### config.mk
export PLATFORM = sky130hd
export DESIGN_NAME = hazard_unit_mc
export DESIGN_NICKNAME = d
export VERILOG_FILES = /design/src/rtl/hazard_pkg.sv /design/src/rtl/mdu_stall_ctrl.sv /design/src/rtl/hazard_unit_mc.sv
export SDC_FILE = /design/constraint.sdc
export NUM_CORES = 1
export LEC_CHECK = 0
export ABC_AREA = 0
export CORE_UTILIZATION = 37
export CTS_CLUSTER_DIAMETER = 60
export CTS_CLUSTER_SIZE = 24
export DETAILED_ROUTE_END_ITERATION = 16
export HOLD_SLACK_MARGIN = 0.03
export PLACE_DENSITY_LB_ADDON = 0.05
export SYNTH_ARGS = -nofsm -noshare
export SYNTH_HDL_FRONTEND = slang
export SYNTH_SLANG_ARGS = --single-unit
export TNS_END_PERCENT = 50
### constraint.sdc
create_clock -name clk -period 1.8 [get_ports clk]
set_input_delay 0.18 -clock clk [delete_from_list [all_inputs] [get_ports clk]]
set_output_delay 0.18 -clock clk [all_outputs]
set_load 0.02 [all_outputs]
### src/rtl/hazard_pkg.sv
// Shared types for the multi-cycle hazard unit:
// MDU FSM state, forwarding select codes, counter sizing.
package hazard_pkg;

  typedef enum logic {
    IDLE = 1'b0,
    BUSY = 1'b1
  } mdu_state_e;

  localparam logic [1:0] FWD_RF  = 2'b00;
  localparam logic [1:0] FWD_WB  = 2'b01;
  localparam logic [1:0] FWD_MEM = 2'b10;

  // Width of the MDU down-counter: ceil(log2(lat)), never below 1.
  function automatic int mdu_cnt_w(input int lat);
    int w;
    w = $clog2(lat);
    return (w < 1) ? 1 : w;
  endfunction

endpackage

### src/rtl/mdu_stall_ctrl.sv
// Holds the pipeline in E while a MUL/DIV op runs;
// stall is asserted for MDU_LAT-1 cycles per op.
module mdu_stall_ctrl
  import hazard_pkg::*;
#(
  parameter int MDU_LAT = 4
) (
  input  logic clk,
  input  logic rst,
  input  logic start,
  input  logic freeze,
  output logic stall,
  output logic busy
);

  localparam int CW = mdu_cnt_w(MDU_LAT);
  localparam int LOAD = (MDU_LAT > 1) ? MDU_LAT - 2 : 0;
  localparam logic [CW-1:0] CNT_LOAD = CW'(LOAD);
  localparam bit MULTI = (MDU_LAT > 1);

  mdu_state_e    state_q;
  mdu_state_e    state_d;
  logic [CW-1:0] cnt_q;
  logic [CW-1:0] cnt_d;
  logic          go;

  assign go = start && MULTI;

  always_ff @(posedge clk) begin
    if (rst) begin
      state_q <= IDLE;
      cnt_q   <= '0;
    end else begin
      state_q <= state_d;
      cnt_q   <= cnt_d;
    end
  end

  // A stalled memory stage freezes the op in place.
  always_comb begin
    state_d = state_q;
    cnt_d   = cnt_q;
    if (!freeze) begin
      unique case (state_q)
        IDLE: begin
          if (go) begin
            state_d = BUSY;
            cnt_d   = CNT_LOAD;
          end
        end
        BUSY: begin
          if (cnt_q != '0) begin
            cnt_d = cnt_q - 1'b1;
          end else begin
            state_d = IDLE;
          end
        end
      endcase
    end
  end

  always_comb begin
    stall = 1'b0;
    busy  = (state_q == BUSY);
    unique case (state_q)
      IDLE: stall = go && !freeze;
      BUSY: stall = (cnt_q != '0);
    endcase
  end

endmodule

### src/rtl/hazard_unit_mc.sv
// Hazard unit for a 5-stage core with a multi-cycle MDU:
// forwarding, load-use and MDU stalls, flushes, stall counter.
module hazard_unit_mc
  import hazard_pkg::*;
#(
  parameter int REG_AW  = 5,
  parameter int MDU_LAT = 4,
  parameter int CNT_W   = 16
) (
  input  logic              clk,
  input  logic              rst,
  input  logic [REG_AW-1:0] rs1_d,
  input  logic [REG_AW-1:0] rs2_d,
  input  logic [REG_AW-1:0] rs1_e,
  input  logic [REG_AW-1:0] rs2_e,
  input  logic [REG_AW-1:0] rd_e,
  input  logic [REG_AW-1:0] rd_m,
  input  logic [REG_AW-1:0] rd_w,
  input  logic              reg_write_m,
  input  logic              reg_write_w,
  input  logic              result_src_e0,
  input  logic              pc_src_e,
  input  logic              mdu_start_e,
  input  logic              dmem_wait,
  output logic              stall_f,
  output logic              stall_d,
  output logic              stall_e,
  output logic              stall_m,
  output logic              flush_d,
  output logic              flush_e,
  output logic [1:0]        forward_ae,
  output logic [1:0]        forward_be,
  output logic              mdu_busy,
  output logic [CNT_W-1:0]  stall_cnt
);

  logic             lw_stall;
  logic             mdu_stall;
  logic [CNT_W-1:0] stall_cnt_q;
  logic [CNT_W-1:0] stall_cnt_d;

  function automatic logic [1:0] fwd_sel(
    input logic [REG_AW-1:0] rs
  );
    logic [1:0] sel;
    sel = FWD_RF;
    if (rs != '0) begin
      if (reg_write_m && rs == rd_m) begin
        sel = FWD_MEM;
      end else if (reg_write_w && rs == rd_w) begin
        sel = FWD_WB;
      end
    end
    return sel;
  endfunction

  mdu_stall_ctrl #(
    .MDU_LAT(MDU_LAT)
  ) u_mdu (
    .clk   (clk),
    .rst   (rst),
    .start (mdu_start_e),
    .freeze(dmem_wait),
    .stall (mdu_stall),
    .busy  (mdu_busy)
  );

  always_comb begin
    forward_ae = FWD_RF;
    forward_be = FWD_RF;
    if (!rst) begin
      forward_ae = fwd_sel(rs1_e);
      forward_be = fwd_sel(rs2_e);
    end
  end

  assign lw_stall = result_src_e0
                 && (rd_e != '0)
                 && (rs1_d == rd_e || rs2_d == rd_e);

  // Priority: reset, memory wait, MDU, then load-use/branch.
  always_comb begin
    stall_f = 1'b0;
    stall_d = 1'b0;
    stall_e = 1'b0;
    stall_m = 1'b0;
    flush_d = 1'b0;
    flush_e = 1'b0;
    if (rst) begin
      flush_d = 1'b1;
      flush_e = 1'b1;
    end else if (dmem_wait) begin
      stall_f = 1'b1;
      stall_d = 1'b1;
      stall_e = 1'b1;
      stall_m = 1'b1;
    end else if (mdu_stall) begin
      stall_f = 1'b1;
      stall_d = 1'b1;
      stall_e = 1'b1;
    end else begin
      stall_f = lw_stall;
      stall_d = lw_stall;
      flush_d = pc_src_e;
      flush_e = lw_stall | pc_src_e;
    end
  end

  always_comb begin
    stall_cnt_d = stall_cnt_q;
    if (stall_f && stall_cnt_q != '1) begin
      stall_cnt_d = stall_cnt_q + 1'b1;
    end
  end

  always_ff @(posedge clk) begin
    if (rst) begin
      stall_cnt_q <= '0;
    end else begin
      stall_cnt_q <= stall_cnt_d;
    end
  end

  assign stall_cnt = stall_cnt_q;

endmodule

### Word-level counts from Yosys, hierarchy flattened

Cells that the tools add are included.

| storage, ports and cells | value |
|---|---|
| word-level logic and storage cells | 61 |
| register bits after elaboration | 19 |
| bits of input ports | 43 |
| output and inout bits | 27 |

| operators by class | value |
|---|---|
| $add $sub $neg | 2 |
| bitwise logic cells | 3 |
| reduce and logical (&&, ||, !) cells | 15 |
| eq/ne operators | 9 |
| muxes and demuxes | 29 |

Operators by type and width:

| operator | count |
|---|---|
| $eq A5 B5 Y1 | 6 |
| $mux W1 | 18 |
| $add A16 B1 Y16 const B | 1 |
| $mux W2 | 8 |
| $ne A16 B16 Y1 const B | 1 |
| $reduce_bool A5 Y1 | 3 |
| $logic_and A1 B1 Y1 | 8 |
| $ne A2 B2 Y1 const B | 2 |
| $pmux W1 S2 | 2 |
| $pmux W2 S2 | 1 |
| $reduce_and A3 Y1 | 1 |
| $not A1 Y1 | 2 |
| $reduce_bool A2 Y1 | 1 |
| $sub A2 B1 Y2 const B | 1 |
| $logic_not A1 Y1 | 1 |
| $logic_or A1 B1 Y1 | 1 |
| $or A1 B1 Y1 | 1 |

### Depth between registers and ports, before layout

Gate-level depths: netlist (run 1).

| logic depth | value |
|---|---|
| word-level depth | 7 |
| gate-level depth with buffers | 9 |

### Cells and area by module

A second synthesis (run 1) with hierarchy kept.

| unflattened totals | value |
|---|---|
| cell total of the unflattened synthesis | 182 |
| area, all modules | 1,481.4 um^2 |

By module, submodules not included:

| module | instances | area each (um^2) | sequential area each (um^2) | cells an instance |
|---|---|---|---|---|
| hazard_unit_mc | 1 | 1,305.0 | 320.3 | 161 |
| mdu_stall_ctrl | 1 | 176.4 | 60.1 | 21 |

### Worst setup path before layout (run 1)

No wires, ideal clock.

| path | value |
|---|---|
| path type | register to register |
| start point | register u_mdu.cnt_q[0] |
| end point | register stall_cnt_q[14], in the netlist stall_cnt[14] |
| stages on the path, launching flop included | 9 |
| library setup time | 0.070 ns |
| arrival | 1.884 ns |
| path buffers | 1 |
| slack | -0.155 ns |
| cells stage by stage | dfxtp_1 > inv_1 > ha_1 > a21oi_1 > o21a_1 > a21oi_4 > buf_6 > or4_1 > a21oi_1 |

| on the way | value |
|---|---|
| longest elaborated chain between the ends | 6 |

RTL lines:

| element | RTL line | RTL |
|---|---|---|
| start, declared | mdu_stall_ctrl.sv:23 | `logic [CW-1:0] cnt_q;` |
| start signal, assigned | mdu_stall_ctrl.sv:35 | `cnt_q <= cnt_d;` |
| $reduce_bool A2 Y1 | mdu_stall_ctrl.sv:67 | `BUSY: stall = (cnt_q != '0);` |
| $pmux W1 S2 | mdu_stall_ctrl.sv:65 | `unique case (state_q)` |
| $mux W1 | hazard_unit_mc.sv:97 | `end else if (mdu_stall) begin` |
| $mux W1 | hazard_unit_mc.sv:92 | `end else if (dmem_wait) begin` |
| $mux W1 | hazard_unit_mc.sv:89 | `if (rst) begin` |
| $logic_and A1 B1 Y1 | hazard_unit_mc.sv:111 | `if (stall_f && stall_cnt_q != '1) begin` |
| end signal, assigned | hazard_unit_mc.sv:120 | `stall_cnt_q <= stall_cnt_d;` |
| end, declared | hazard_unit_mc.sv:39 | `logic [CNT_W-1:0] stall_cnt_q;` |

No other way between the ends.
A chain may end at the register's enable or synchronous reset.

### Final worst setup path (run 1)

| path | value |
|---|---|
| start point | input rd_e[1] |
| end point | output stall_f |

| on the way | value |
|---|---|
| longest elaborated chain between the ends | 6 |
| elaborated cells on any way between the ends | 9 |
| those cells by class | 2 x eq/ne; 3 x mux; 4 x reduce/logical |

RTL lines:

| element | RTL line | RTL |
|---|---|---|
| start, declared | hazard_unit_mc.sv:16 | `input logic [REG_AW-1:0] rd_e,` |
| $eq A5 B5 Y1 or $reduce_bool A5 Y1 (tied branches) | hazard_unit_mc.sv:79, hazard_unit_mc.sv:78 |  |
| $logic_or A1 B1 Y1 or $logic_and A1 B1 Y1 (tied branches) | hazard_unit_mc.sv:79, hazard_unit_mc.sv:78 |  |
| $logic_and A1 B1 Y1 * | hazard_unit_mc.sv:79 | `&& (rs1_d == rd_e \|\| rs2_d == rd_e);` |
| $mux W1 * | hazard_unit_mc.sv:97 |  |
| $mux W1 * | hazard_unit_mc.sv:92 |  |
| $mux W1 * | hazard_unit_mc.sv:89 |  |
| end, declared | hazard_unit_mc.sv:25 | `output logic stall_f,` |

Every way passes the cells marked *; elsewhere a longest branch is shown, timed or not.

==> results of run 1 <==
## cells in the mapped netlist, drive strengths merged (4+ instances only)
| cell | n | area [µm²] |
|---|---|---|
| nor2 | 12 | 45.0 |
| buf | 4 | 37.5 |
| nand2 | 10 | 37.5 |
| o21ai | 15 | 82.6 |
| dfxtp | 19 | 380 |
| nand3 | 11 | 60.1 |
| a21oi | 17 | 100 |
| xor2 | 16 | 140 |
| or3 | 10 | 70.1 |
| xnor2 | 12 | 105 |
| inv | 9 | 33.8 |
| or4 | 7 | 52.6 |
| nor4 | 6 | 37.5 |
| nand4 | 5 | 31.3 |
## worst paths after layout
check / startpoint / cells after the start / end / slack [ns]
setup reg to reg: u_mdu.cnt_q[0] / 9 / stall_cnt[4] / 0.03
setup / recovery: rd_e[1] / 8 / stall_f / 0.02
hold / removal: stall_cnt[14] / 2 / stall_cnt[14] / 0.50
hold reg to reg: stall_cnt[14] / 2 / stall_cnt[14] / 0.50
## state kept, by name, summed over array words and instances, names as in the netlist
| register | cells |
|---|---|
| stall_cnt | 16 |
| u_mdu.cnt_q | 2 |
| u_mdu.busy | 1 |
## timing repair
action                                  4_1_cts  5_1_grt
hold buffers                                  0        0
pin swaps                                    25       28
endpoints found under the setup margin       25       23
gates cloned                                  2        0
buffers inserted                              2        4
gates resized for setup                      81       43
## power groups by stage
stage	Combinational, W	Clock, W	Sequential (W)
2_1_floorplan	0.000158	0	0.000463
3_3_place_gp	0.000404	0	0.000451
3_5_place_dp	0.000409	0	0.000452
4_1_cts	0.000433	0.000312	0.000443
5_1_grt	0.000494	0.000331	0.000444
6_report	0.000458	0.000303	0.000443
## cell families (layout without fill, tap and decap cells)
| family | count (synthesis) | count (layout) |
|---|---|---|
| AO/OA/AOI/OAI | 45 | 45 |
| XOR/XNOR | 28 | 28 |
| adder cells (fa/ha/maj) | 2 | 2 |
| buffers and inverters | 16 | 128 |
| flip-flops | 19 | 19 |
| AND/OR/NAND/NOR | 74 | 74 |
## worst max-delay path: cells and delay by family
family,cells,cell delay (ns)
AOI/OAI and AO/OA,2,0.34
buffers and inverters,4,0.52
and+or+nand+nor,2,0.54
## routing by layer
layer / vias to the layer above / track usage (%) / share of wire, %
met5: - / 0 / 0
met4: 0 / 7.50 / 0.87
met3: 4 / 2.46 / 3.1
met2: 41 / 41.1 / 51
met1: 816 / 24.9 / 45
li1: 895 / - / -
## layout make-up
cell class                 count  area [µm²]
sequential                    19         389
multi-input combinational    149        1180
fill                         290         947
timing repair buffer         115        1060
clock buffer                   4        45.0
inverter                       9        33.8
tap                           48        60.1
## metrics by stage
stage               utilization, %  total power (W)  setup WS (ns)  setup TNS (ns)
CTS                           69.7          0.00119        -0.0317         -0.0340
detailed placement            66.1         0.000861         -0.552          -11.45
finish                        74.5          0.00120         0.0207               0
global route                  74.5          0.00127        -0.0462          -0.277
global placement              66.1         0.000856         -0.543          -10.71
floorplan                        -         0.000621        0.00769               0
==> impl_metrics.py, run 1 <==
metrics = {
    "detailed_routing": {
        "drt-wirelength-per-cell_um": 13.4,
        "drc": 0,
        "drtIter0Drc": 62,
        "ant_nets": 0,
        "routed_wl_um": 4610,
        "dr.pass1.iters": 4,
        "viasPerCell": 5.10,
        "vias": 1756,
    },
    "global_routing": {
        "overflow": 0,
        "grt_start_max_net_pins": 15,
        "antenna_found_initial": 0,
        "track_usage_pct": 21.7,
        "grt_pass1_vias": 1649,
        "grt_pass1_wl_um": 7140,
    },
    "synth": {
        "yosysSeqAreaShare_pct": 26.2,
        "yosys_warnings": 0,
        "synth_area_um2": 1450,
        "synth-main-ff-cell": "dfxtp_1",
        "syn_area_per_cell_um2": 7.88,
        "async_reset_ff_share_pct": 0,
        "synth_cell_types": 41,
        "synthAdderAreaFrac_pct": 1.73,
        "yosys.area_share.simple_pct": 29.5,
        "ys_ff_latch": 19,
        "synth_top_family_by_area": "simple AND/OR/NAND/NOR gates",
        "synth_cells": 184,
        "synth_enable_flop_cells": 0,
        "synth_mux_area_share_pct": 0,
        "synth_xor_area_share_pct": 16.9,
        "synth_fp_nets": 229,
        "synth-compound-area-share_pct": 19.9,
    },
    "place": {
        "io_buffer_count": 69,
        "place_inst": 332,
        "placed_area_um2": 2450,
        "hpwlAfterDp_um": 3330,
        "place.gp.congestion": 0.822,
    },
    "clock_tree": {
        "cts_root_buf": "clkbuf_8",
        "worstSkewPairLatency_ns": 0.26,
        "cts_buffer_depth": 2,
        "clk_pin_slew_ns": 0.07,
        "cts_htree_levels": 1,
        "cts_tree": "built",
        "cts_sinks": 19,
        "numCtsBuffers": 3,
    },
    "layout": {
        "mostFrequentLayoutCells": "buf_4 (42), clkdlybuf4s50_1 (34), dlygate4sd2_1 (17), xor2_1 (16), dfxtp_1 (14)",
        "fin_cells": 344,
        "antenna_cells": 0,
        "design_area_um2": 2770,
        "layout-drive-gt1-share_pct": 37.5,
        "layout_commonest_cell": "buf_4",
        "area_growth_pct": 90.9,
        "final_nets": 342,
    },
    "floorplan": {
        "coreArea_um2": 3720,
        "die_w_um": 64.6,
        "num_rows": 22,
        "die_area_um2": 4170,
        "start_util_pct": 39.0,
        "die_h_um": 64.6,
        "io_pins": 70,
    },
    "worst_setup_path": {
        "cpMostUsedCell": "buf_6",
        "crit_path_top_delay_cell": "or4_4",
        "slowest_delay_ns": 0.48,
        "cp_max_fo": 3,
        "start_kind": "primary input",
        "crit_arrival_ns": 1.60,
        "crit_type": "in2out",
        "endpoint_kind": "output pin",
        "crit_path_cell_trace": "dlygate4sd2_1, or4_4, o21ai_2, nor2_2, a21oi_4, buf_6, inv_2, buf_6",
        "required_ns": 1.62,
    },
    "timing": {
        "max_clock_freq_mhz": 562,
        "min_period_ns": 1.78,
        "skew_ns": 0.00430,
        "setup_viol": 0,
        "hold_ws_ns": 0.505,
        "finalHoldViolCount": 0,
        "drv_slew": 0,
        "worst_pin_slew_ns": 0.373,
        "max-slew-margin-rel_pct": 75.1,
        "fin_crit_sh_pct": 98.9,
        "rsz0062_at_grt": "true",
    },
    "power": {
        "p_clk_share_pct": 25.2,
        "peakVddDrop_uv": 275,
        "p_leak_nw": 1.15,
        "swShare_pct": 29.7,
        "seq_power_share_pct": 36.8,
        "switching_power_w": 0.000357,
        "p_int_w": 0.000847,
        "comb_power_share_pct": 38.0,
        "powerDensity_nw_per_um2": 435,
    },
    "worst_hold_path": {
        "hold_class": "reg2reg",
    },
    "job": {
        "maxCapViolCount": 0,
    },
    "run_status": {
        "status": "complete, no violations",
    },
}
Power figures use the tool's default switching activity.
==> run 2, diff against run 1 <==
--- a/config.mk
+++ b/config.mk
@@ -6,7 +6,9 @@
 export NUM_CORES = 1
 export LEC_CHECK = 0
 export ABC_AREA = 0
-export CORE_UTILIZATION = 37
+export CELL_PAD_IN_SITES_DETAIL_PLACEMENT = 1
+export CELL_PAD_IN_SITES_GLOBAL_PLACEMENT = 2
+export CORE_UTILIZATION = 19
 export CTS_CLUSTER_DIAMETER = 60
 export CTS_CLUSTER_SIZE = 24
 export DETAILED_ROUTE_END_ITERATION = 16
==> impl_metrics.py, run 2 (synthesis gave the netlist of run 1 again) <==
metrics = {
    "worst_setup_path": {
        "timing.rr.start": "u_mdu.cnt_q[0]",
        "endpoint_kind": "output pin",
        "start_kind": "primary input",
        "cp_max_fo": 4,
        "crit_arrival_ns": 1.62,
        "crit_path_end": "stall_f",
        "worstReg2RegEnd": "stall_cnt[10]",
        "r2r_setup_slack_ns": 0.05,
        "r2r_cells": 8,
        "critPathLaunch": "rd_e[3]",
        "crit_type": "in2out",
        "required_ns": 1.62,
    },
    "floorplan": {
        "die_area_um2": 7990,
        "coreArea_um2": 7330,
        "die_h_um": 89.4,
        "die_w_um": 89.4,
        "start_util_pct": 19.8,
        "num_rows": 31,
        "io_pins": 70,
    },
    "detailed_routing": {
        "drc": 0,
        "routed_wl_um": 5290,
        "vias": 1759,
        "dr.pass1.iters": 2,
        "viasPerCell": 4.45,
        "drtIter0Drc": 11,
        "drt-wirelength-per-cell_um": 13.4,
        "ant_nets": 0,
    },
    "global_routing": {
        "use_met1_pct": 16.8,
        "track_usage_pct": 14.3,
        "overflow": 0,
        "grt_pass1_vias": 1843,
        "grt_start_max_net_pins": 15,
        "busiest_layer": "met2",
        "grt_pass1_wl_um": 8760,
        "grtUsageMet2_pct": 27.3,
        "grt.met3_usage_pct": 2.22,
        "antenna_found_initial": 0,
    },
    "clock_tree": {
        "hold_buffers": 0,
        "cts_sinks": 19,
        "cts_buffer_depth": 2,
        "cts_htree_levels": 1,
        "cts_tree": "built",
        "worstSkewPairLatency_ns": 0.26,
        "numCtsBuffers": 3,
        "cts_root_buf": "clkbuf_8",
        "clk_pin_slew_ns": 0.08,
    },
    "power": {
        "p_leak_nw": 1.09,
        "powerDensity_nw_per_um2": 437,
        "peakVddDrop_uv": 197,
    },
    "layout": {
        "mostFrequentLayoutCells": "buf_4 (42), clkdlybuf4s50_1 (29), dlygate4sd2_1 (26), xor2_1 (16), dfxtp_1 (15)",
        "final_nets": 342,
        "utilization_pct": 37.3,
        "layout_commonest_cell": "buf_4",
        "final.fill_count": 869,
        "antenna_cells": 0,
        "area_growth_pct": 88.8,
        "layout-drive-gt1-share_pct": 35.1,
        "largest_reg_flops": 16,
        "seqCellArea_um2": 385,
        "multi_input_area_um2": 1090,
    },
    "timing": {
        "max-slew-margin-rel_pct": 79.8,
        "worst_pin_slew_ns": 0.299,
        "drv_slew": 0,
        "fin_tns_setup_ns": -0.00177,
        "hold_ws_ns": 0.507,
        "skew_ns": 0.0104,
        "setup_viol": 2,
        "rsz0062_at_grt": "true",
        "finalHoldViolCount": 0,
        "fin_crit_sh_pct": 100,
        "max_clock_freq_mhz": 555,
        "setup_slack_ns": -0.00107,
        "min_period_ns": 1.80,
    },
    "worst_hold_path": {
        "hold_class": "reg2reg",
    },
    "place": {
        "place.gp.congestion": 0.726,
        "hpwlAfterDp_um": 4290,
        "io_buffer_count": 69,
    },
    "run_status": {
        "status": "finished, violations left",
        "violations": "setup timing",
    },
    "job": {
        "maxCapViolCount": 0,
    },
}
[run 2: changes by cell type in the layout (fill, tap and decap cells not counted), sizes merged]
| cell | change |
|---|---|
| dlymetal6s2s | -6 |
| clkdlybuf4s50 | -5 |
| clkbuf | -1 |
| dlygate4sd2 | +9 |
| buf | +2 |
| bufbuf | +1 |
[run 2: cell type report]
class / instances / share of cell area (%)
Multi-Input combinational cell: 149 / 40.0
Timing Repair Buffer: 115 / 38.5
Sequential cell: 19 / 14.1
Tap cell: 99 / 4.52
Clock buffer: 4 / 1.65
Inverter: 9 / 1.23
[run 2: worst max-delay path: stages]
cell and delay [ns]:
buf_2 0.11, or4_4 0.53, o21ai_2 0.18, nor2_2 0.07
a21oi_4 0.29, inv_2 0.11, buf_6 0.15
[run 2: how the worst min path moves through the flow]
stage	start	depth (start not counted)	to
finish	stall_cnt[14]	2	stall_cnt[14]
global route	stall_cnt[14]	2	stall_cnt[14]
CTS	stall_cnt[14]	2	stall_cnt[14]
detailed placement	stall_cnt[14]	2	stall_cnt[14]
global placement	stall_cnt[14]	2	stall_cnt[14]
floorplan	dmem_wait	1	u_mdu.busy
[run 2: power breakdown]
part | internal (W) | switching, W | total [W] | leakage, nW
clock | 0.000157 | 0.000154 | 0.000312 | 0.0228
combinational | 0.000247 | 0.000194 | 0.000441 | 0.917
sequential | 0.000433 | 0.0000110 | 0.000444 | 0.155
[run 2: timing repair]
item | 4_1_cts | 5_1_grt
cloned | 2 | 0
gates resized for setup | 100 | 19
buffers inserted | 1 | 0
pin swaps | 28 | 13
setup endpoints to repair | 25 | 21
[run 2: stage by stage]
stage / setup WS (ns) / std cells / cell area (µm²) / total power (W)
floorplan: 0.00769 / 184 / 1460 / 0.000621
global placement: -0.601 / 388 / 2560 / 0.000860
detailed placement: -0.607 / 388 / 2560 / 0.000862
CTS: -0.0218 / 395 / 2670 / 0.00122
global route: -0.0630 / 395 / 2740 / 0.00128
finish: -0.00107 / 395 / 2740 / 0.00120
[run 2: layer usage]
metal,vias to the layer above,share of wire [%]
met4,0,0
li1,892,-
met5,-,0
met2,34,53
met3,0,3.3
met1,833,44
